==> src/rtl/can_tx_mailbox_arbiter.sv <==
// CAN transmit mailbox arbiter: picks the lowest-identifier pending mailbox, offers it
// to the bit engine over valid/ready, and applies the success / retry / abort outcome.
module can_tx_mailbox_arbiter #(
  parameter int NUM_MB     = 4,
  parameter int ID_WIDTH   = 32,
  parameter int DATA_WIDTH = 64,
  parameter int MAX_RETRY  = 15
) (
  input  logic                         clk_can,
  input  logic                         rst_n,
  input  logic [NUM_MB-1:0]            mb_req,
  input  logic [NUM_MB-1:0]            mb_abort,
  input  logic [NUM_MB*ID_WIDTH-1:0]   mb_id,
  input  logic [NUM_MB*DATA_WIDTH-1:0] mb_data,
  input  logic [NUM_MB*4-1:0]          mb_dlc,
  output logic [NUM_MB-1:0]            mb_done,
  output logic [NUM_MB-1:0]            mb_fail,
  output logic [NUM_MB-1:0]            mb_aborted,
  output logic [NUM_MB-1:0]            mb_pending,
  output logic                         tx_valid,
  input  logic                         tx_ready,
  output logic [ID_WIDTH-1:0]          tx_id,
  output logic [DATA_WIDTH-1:0]        tx_data,
  output logic [3:0]                   tx_dlc,
  input  logic                         tx_result_valid,
  input  logic [1:0]                   tx_result,
  output logic                         busy,
  output logic [$clog2(NUM_MB)-1:0]    active_mb
);

  localparam int         IDX_W        = $clog2(NUM_MB);
  localparam logic [3:0] RETRY_LIMIT  = 4'(MAX_RETRY);
  localparam logic [1:0] RES_OK       = 2'b00;
  localparam logic [1:0] RES_ARB_LOST = 2'b01;

  typedef enum logic [1:0] {IDLE, SELECT, ISSUE, WAIT_RESULT} state_t;

  state_t                  state;
  logic [NUM_MB-1:0]       pending;
  logic [3:0]              retry_cnt [NUM_MB];
  logic                    abort_latched;

  logic                    win_found;
  logic [IDX_W-1:0]        win_idx;
  logic [ID_WIDTH-1:0]     win_id;
  logic [DATA_WIDTH-1:0]   win_data;
  logic [3:0]              win_dlc;
  logic [NUM_MB-1:0]       own;
  logic [NUM_MB-1:0]       side_abort;
  logic [NUM_MB-1:0]       req_set;
  logic                    abort_hit;
  logic [3:0]              retry_next;

  // Strict less-than keeps the earlier (lower-index) mailbox on identifier ties.
  always_comb begin
    // NOTE: every signal driven here gets a default first, so no path can infer a latch.
    win_found = 1'b0;
    win_idx   = '0;
    win_id    = '0;
    win_data  = '0;
    win_dlc   = '0;
    for (int i = 0; i < NUM_MB; i++) begin
      if (pending[i] && (!win_found || mb_id[i*ID_WIDTH +: ID_WIDTH] < win_id)) begin
        win_found = 1'b1;
        win_idx   = IDX_W'(i);
        win_id    = mb_id[i*ID_WIDTH +: ID_WIDTH];
        win_data  = mb_data[i*DATA_WIDTH +: DATA_WIDTH];
        win_dlc   = mb_dlc[i*4 +: 4];
      end
    end
  end

  // Mailbox the FSM currently owns; aborts to any other pending mailbox act at once.
  always_comb begin
    own = '0;
    case (state)
      SELECT:             if (win_found) own[win_idx] = 1'b1;
      ISSUE, WAIT_RESULT: own[active_mb] = 1'b1;
      default:            ;
    endcase
  end

  assign side_abort = mb_abort & pending & ~own;
  assign req_set    = mb_req & ~pending & ~mb_abort;
  assign abort_hit  = abort_latched | mb_abort[active_mb];
  assign retry_next = retry_cnt[active_mb] + 4'd1;

  assign mb_pending = pending;
  assign busy       = (state != IDLE);

  always_ff @(posedge clk_can or negedge rst_n) begin
    if (!rst_n) begin
      state         <= IDLE;
      pending       <= '0;
      abort_latched <= 1'b0;
      tx_valid      <= 1'b0;
      tx_id         <= '0;
      tx_data       <= '0;
      tx_dlc        <= '0;
      active_mb     <= '0;
      mb_done       <= '0;
      mb_fail       <= '0;
      mb_aborted    <= '0;
      // NOTE: the retry counters decide when a mailbox fails, so they are reset like any
      // other state register instead of being treated as uninitialised storage.
      for (int i = 0; i < NUM_MB; i++) retry_cnt[i] <= '0;
    end else begin
      // NOTE: all state uses non-blocking assignment; a later per-bit write in this block
      // (e.g. pending[active_mb]) deliberately overrides the whole-vector default above it.
      mb_done    <= '0;
      mb_fail    <= '0;
      mb_aborted <= side_abort;
      pending    <= (pending | req_set) & ~side_abort;
      for (int i = 0; i < NUM_MB; i++)
        if (req_set[i]) retry_cnt[i] <= '0;

      case (state)
        IDLE: begin
          abort_latched <= 1'b0;
          if (|pending) state <= SELECT;
        end

        SELECT: begin
          if (!win_found) begin
            state <= IDLE;
          end else if (mb_abort[win_idx]) begin
            pending[win_idx]    <= 1'b0;
            mb_aborted[win_idx] <= 1'b1;
            state               <= IDLE;
          end else begin
            active_mb <= win_idx;
            tx_id     <= win_id;
            tx_data   <= win_data;
            tx_dlc    <= win_dlc;
            tx_valid  <= 1'b1;
            state     <= ISSUE;
          end
        end

        ISSUE: begin
          // Acceptance wins over a same-cycle abort; that abort is deferred to the result.
          if (tx_ready) begin
            tx_valid      <= 1'b0;
            abort_latched <= mb_abort[active_mb];
            state         <= WAIT_RESULT;
          end else if (mb_abort[active_mb]) begin
            tx_valid              <= 1'b0;
            pending[active_mb]    <= 1'b0;
            mb_aborted[active_mb] <= 1'b1;
            state                 <= IDLE;
          end
        end

        WAIT_RESULT: begin
          if (tx_result_valid) begin
            abort_latched <= 1'b0;
            state         <= IDLE;
            if (tx_result == RES_OK) begin
              mb_done[active_mb] <= 1'b1;
              pending[active_mb] <= 1'b0;
            end else if (abort_hit) begin
              mb_aborted[active_mb] <= 1'b1;
              pending[active_mb]    <= 1'b0;
            end else if (tx_result != RES_ARB_LOST) begin
              retry_cnt[active_mb] <= retry_next;
              if (retry_next == RETRY_LIMIT) begin
                mb_fail[active_mb] <= 1'b1;
                pending[active_mb] <= 1'b0;
              end
            end
          end else if (mb_abort[active_mb]) begin
            abort_latched <= 1'b1;
          end
        end

        default: state <= IDLE;
      endcase
    end
  end

endmodule

==> config.mk <==
export PLATFORM = sky130hd
export DESIGN_NAME = can_tx_mailbox_arbiter
export DESIGN_NICKNAME = d
export VERILOG_FILES = /design/src/rtl/can_tx_mailbox_arbiter.sv
export SDC_FILE = /design/constraint.sdc
export NUM_CORES = 1
export LEC_CHECK = 0
export ABC_AREA = 1
export BUFFER_PORTS_ARGS = -buffer_cell sky130_fd_sc_hd__buf_2
export CORE_AREA = 4 4 204 206
export CTS_BUF_LIST = sky130_fd_sc_hd__clkbuf_16
export CTS_CLUSTER_DIAMETER = 120
export CTS_CLUSTER_SIZE = 30
export DETAILED_ROUTE_END_ITERATION = 6
export DIE_AREA = 0 0 208 210
export PLACE_DENSITY_LB_ADDON = 0.08
export SLEW_MARGIN = 15
export SYNTH_ARGS = -nofsm -noshare
export SYNTH_HDL_FRONTEND = slang
export SYNTH_SLANG_ARGS = --single-unit
export TNS_END_PERCENT = 30
==> constraint.sdc <==
create_clock -name clk_can -period 8.7 [get_ports clk_can]
set_input_delay 2.175 -clock clk_can [delete_from_list [all_inputs] [get_ports clk_can]]
set_output_delay 2.175 -clock clk_can [all_outputs]
set_load 0.02 [all_outputs]
==> flow_summary.ini, run 1 <==
[run_status]
status = finished with violations
violations = DRC

[timing]
setup_viol = 0
hold_slack_ns = 0.465
finalHoldViolCount = 0
worst_pin_slew_ns = 1.03
finClkSkew_ns = 0.00956
relSlewSlack_pct = 31.4
max_clock_freq_mhz = 125
fin_crit_sh_pct = 91.8
min_period_ns = 7.99
slew_viol_final = 0

[worst_hold_path]
min_path_type = reg2reg
min_from = tx_data[24]$_DFFE_PN0P_

[floorplan]
num_io_pins = 534
core-area_mm2 = 0.0396
core.rowCount = 73
die_area_mm2 = 0.0437
start_util_pct = 27.9
die_h_um = 210
die_w_um = 208

[drt]
drt_pass1_iterations = 7
drc = 4
first_iter_violations = 1016
postRouteAntennaNets = 0
wl_per_cell_um = 18.8
routed_wl_um = 50600
num_vias = 13289
routed_via_density = 4.93

[worst_setup_path]
r2r_start = mb_pending[0]$_DFF_PN0_
slowest_delay_ns = 0.35
endpoint_kind = register
cp-endpoint = tx_data[29]$_DFFE_PN0P_
crit_path_start_kind = input pin
crit_arrival_ns = 8.36
required_ns = 9.07
r2r_slack_ns = 1.57
crit_start = mb_id[31]
reg2regPathDepth = 43
r2r_end = tx_data[29]$_DFFE_PN0P_
cp_common_cell = nand2_1
crit_fanout = 33
cp_slowest_cell = ha_1
critPathKind = in2reg

[run]
drv_cap = 0

[power]
power.leakage_nw = 7.95
power_mw = 5.63
powerDensity_mw_per_mm2 = 373
ir_drop_mv = 0.202

[synth]
synthArstFlopShare_pct = 100
synth_edf_count = 0
synth.most_common_cell = nand2_1
ys_seq_elements = 138
synth_top_cell_by_area = dfrtp_1
synth_top_cell_area_share_pct = 31.2
synth_fp_nets = 2173
synth_area_mm2 = 0.0111
synth.distinct_cells = 43
synthTopCellsByCount = nand2_1, dfrtp_1, nor2_1
synth_cells = 1664
ys_seq_area_share_pct = 31.2
synth_ff_type = dfrtp_1
synth.area.top_cells = dfrtp_1, nand2_1, ha_1
syn_avg_cell_area_um2 = 6.66
ys_warn_count = 0

[clock_network]
clkTransAtPathRegs_ns = 0.06
root_buffer = clkbuf_16
cts_tree = done
htreeDepth = 4
clock-sinks = 138
hold_buffers = 0
clockBufferDepth = 2
cts_made_buffers = 17
clkLatencyLatePin_ns = 0.44

[global_route]
overflow = 0
grtUsageTotal_pct = 22.1
grt_max_degree = 97
grt_pass1_vias = 13037
antenna_found_initial = 13
grt_pass1_wl_um = 76200

[cells_and_area]
stdcell_area_mm2 = 0.0151
fillers = 4449
utilization_pct = 38.0
stdcell_count = 2697
nNetsFinal = 2659
drive_gt1_share_pct = 28.3
synthToLayoutAreaGrowth_pct = 36.2

[placement]
dp_hpwl_um = 40300
placedCellCount = 2655
io_buffer_count = 533
gp_congestion = 0.902
dpl_cell_area_mm2 = 0.0144
## power by group
| group | switching (mW) | total (mW) | leakage [nW] | internal, mW |
|---|---|---|---|---|
| combinational | 2.53 | 3.76 | 5.90 | 1.23 |
| clock | 0.294 | 0.798 | 0.311 | 0.504 |
| sequential | 0.178 | 1.07 | 1.74 | 0.893 |
## layer usage
metal / global-route usage, % / share of wire [%] / vias up
li1: - / - / 6652
met2: 38.5 / 49 / 419
met1: 27.3 / 42 / 6146
met4: 7.75 / 2.9 / 10
met3: 4.46 / 5.1 / 62
met5: 0 / 0.11 / -
## cell usage in the layout, fill, tap and decap left out, types with 7 or more instances in the layout
cell type / Yosys / layout
a211oi_1: 13 / 13
a21oi_1: 111 / 111
buf_12: 0 / 11
buf_2: 28 / 532
buf_4: 7 / 19
clkbuf_16: 0 / 17
dfrtp_1: 138 / 137
diode_2: 0 / 9
ha_1: 95 / 95
inv_1: 60 / 61
nand2_1: 567 / 567
nand3_1: 133 / 133
nand4_1: 77 / 77
nor2_1: 138 / 136
nor3_1: 14 / 13
o211ai_1: 10 / 10
o21a_1: 7 / 7
o21ai_0: 124 / 123
o21ai_1: 32 / 33
## final cells by class
cell class | count | area (um^2) | share of cell area (%)
Antenna cell | 9 | 22.5 | 0.149
Clock buffer | 17 | 425 | 2.82
Clock inverter | 15 | 205 | 1.36
Inverter | 64 | 240 | 1.59
Multi-Input combinational cell | 1365 | 7010 | 46.5
Sequential cell | 138 | 3450 | 22.9
Tap cell | 525 | 657 | 4.36
Timing Repair Buffer | 564 | 3060 | 20.3
## critical path: cells and delay by family
| family | cells | cell delay [ns] |
|---|---|---|
| and+or+nand+nor | 27 | 3.22 |
| buffers and inverters | 8 | 1.14 |
| AOI/OAI and AO/OA | 6 | 0.84 |
| adders and majority gates | 3 | 0.93 |
## per-stage QoR
step                      worst slack, ns  setup TNS (ns)
final                               0.710               0
after global routing              -0.0352          -0.166
after CTS                           0.557               0
after detailed placement            0.115               0
after global placement              0.152               0
after floorplan                     0.934               0
## kinds of logic (layout without fill, tap and decap cells)
kind of cell / after synthesis / after routing / share of synthesized area [%]
other cells: 0 / 9 / 0
simple gates: 946 / 947 / 36.0
buf+inv: 162 / 660 / 6.04
xor+xnor: 2 / 2 / 0.158
fa+ha+maj: 95 / 95 / 10.7
compound gates: 321 / 321 / 15.8
flops: 138 / 138 / 31.2
## what timing repair did
action	4_1_cts	5_1_grt
resized for setup	0	6
buffers inserted	0	0
setup endpoints to repair	0	105
## worst min path at each step
stage / cells past startpoint / slack [ns] / to
2_1_floorplan: 2 / 0.48 / retry_cnt[10]$_DFF_PN0_
5_1_grt: 2 / 0.48 / tx_data[24]$_DFFE_PN0P_
3_3_place_gp: 2 / 0.45 / tx_data[59]$_DFFE_PN0P_
6_report: 2 / 0.47 / tx_data[24]$_DFFE_PN0P_
4_1_cts: 2 / 0.47 / tx_data[59]$_DFFE_PN0P_
3_5_place_dp: 2 / 0.45 / tx_data[59]$_DFFE_PN0P_
## sequential cells by signal (all words and copies together) (netlist names)
name	count
state	2
tx_data	64
tx_valid	1
tx_dlc	4
abort_latched	1
mb_aborted	4
mb_fail	4
mb_pending	4
retry_cnt	16
active_mb	2
mb_done	4
tx_id	32
No activity file was read; power rests on OpenSTA's default activity.
==> run 2, diff against run 1 <==
Clock period 8.7 ns to 7.7 ns, I/O delays scaled along.
==> flow_summary.ini, run 2 (synthesis gave the netlist of run 1 again) <==
[cells_and_area]
synthToLayoutAreaGrowth_pct = 52.8
nNetsFinal = 2831
drive_gt1_share_pct = 35.7
largest_register_ffs = 64
reg_top3 = tx_data x64, tx_id x32, retry_cnt x16
stdcell_count = 2869
utilization_pct = 42.7
max_flop_register = tx_data
final_cell_mix = nand2_1, buf_2, buf_4
final_common_cell = nand2_1

[global_route]
overflow = 0
antenna_found_initial = 19
grt_max_degree = 97
grt_pass1_vias = 13490
grt_pass1_wl_um = 78400
grtUsageTotal_pct = 22.7

[timing]
worst_pin_slew_ns = 1.16
finalHoldViolCount = 0
max_clock_freq_mhz = 137
fin_crit_sh_pct = 94.6
setup_viol = 0
slew_viol_final = 0
hold_slack_ns = 0.468
rsz0062_at_grt = true
min_period_ns = 7.28
finClkSkew_ns = 0.0107
relSlewSlack_pct = 22.4
setup_tns_ns = 0

[power]
intPower_mw = 3.58
ir_drop_mv = 0.256
total_switching_power_mw = 3.71
powerDensity_mw_per_mm2 = 431
netSwitchingFraction_pct = 50.9
power.share.clock_pct = 11.3
p_seq_share_pct = 16.8
power_frac_comb_pct = 71.9
power_mw = 7.29
power.leakage_nw = 8.88

[clock_network]
cts_made_buffers = 17
clockBufferDepth = 2
root_buffer = clkbuf_16
htreeDepth = 4
clkLatencyLatePin_ns = 0.45
clkTransAtPathRegs_ns = 0.06
clock-sinks = 138
cts_tree = done

[drt]
routed_wl_um = 54100
postRouteAntennaNets = 0
drc = 0
routed_via_density = 4.92
wl_per_cell_um = 18.9
first_iter_violations = 1008
num_vias = 14103
drt_pass1_iterations = 5

[placement]
dp_hpwl_um = 42100
io_buffer_count = 533
placedCellCount = 2802
gp_congestion = 0.944

[worst_hold_path]
worstHoldPathCells = 2
min_path_type = reg2reg

[worst_setup_path]
reg2regPathDepth = 45
r2r_slack_ns = 1.06
cp_slowest_cell = ha_1
crit_buf_inv = 7
crit_path_start_kind = input pin
required_ns = 8.02
crit_arrival_ns = 7.61
endpoint_kind = register
cp_top_family = compound AO/OA/AOI/OAI gates
crit_fanout = 21
cp_common_cell = nand2_1
critPathKind = in2reg
slowest_delay_ns = 0.36
crit_cells = 46

[run_status]
status = complete, no violations

[floorplan]
die_area_mm2 = 0.0437
core-area_mm2 = 0.0396
num_io_pins = 534
die_h_um = 210
start_util_pct = 27.9
core.rowCount = 73
die_w_um = 208

[run]
drv_cap = 0
run 2: cell count changes in the layout (fill, tap and decap cells not counted), sizes merged:
cell      change
clkbuf       +10
bufinv        -3
buf         +158
nand2         +4
clkinvlp      +1
clkinv        +2
run 2: layer usage:
layer | wire length, um | track usage [%]
met1 | 22500 | 27.8
met2 | 26500 | 39.4
met3 | 3190 | 5.00
met4 | 1830 | 8.18
met5 | 114 | 0
run 2: through the flow:
stage	cell area [um^2]	setup WS [ns]
global route	16900	-0.0410
global placement	15500	-0.671
finish	16900	0.418
floorplan	11100	0.184
detailed placement	15500	-0.675
CTS	16100	0.0151
run 2: final cells by class:
type / count / area (um^2)
fillers: 4283 / 22700
clock buffers: 17 / 425
well taps: 525 / 657
repair buffers: 732 / 4560
multi-input cells: 1369 / 7400
clock inverters: 15 / 150
inverters: 64 / 246
diodes: 9 / 22.5
flip-flops and latches: 138 / 3450
run 2: path summary, 6_finish.rpt:
kind,from,end
worst max register to register,mb_pending[0]$_DFF_PN0_,tx_data[40]$_DFFE_PN0P_
max in group asynchronous,rst_n,mb_pending[0]$_DFF_PN0_
worst min-delay path,tx_data[58]$_DFFE_PN0P_,tx_data[58]$_DFFE_PN0P_
min in group asynchronous,rst_n,tx_id[29]$_DFFE_PN0P_
worst min register to register,tx_data[58]$_DFFE_PN0P_,tx_data[58]$_DFFE_PN0P_
worst max-delay path,mb_id[7],tx_data[40]$_DFFE_PN0P_
run 2: repair_timing:
| item | CTS | global route |
|---|---|---|
| pin swaps | 0 | 11 |
| setup endpoints to repair | 108 | 112 |
| hold buffers | 0 | 0 |
| buffers inserted | 0 | 11 |
| resized for setup | 6 | 101 |
| gates cloned | 1 | 15 |
run 2: tightest hold or removal path, delay by kind of cell, from the launching register on:
kind	cells	cell delay (ns)
flops	1	0.33
simple gates	2	0.10
run 2: power groups by stage:
stage	Sequential, mW	Clock, mW	Combinational [mW]
4_1_cts	1.22	0.852	4.81
6_report	1.22	0.826	5.24
5_1_grt	1.26	0.885	5.78
2_1_floorplan	1.49	0	2.44
3_5_place_dp	1.22	0	4.77
3_3_place_gp	1.22	0	4.75
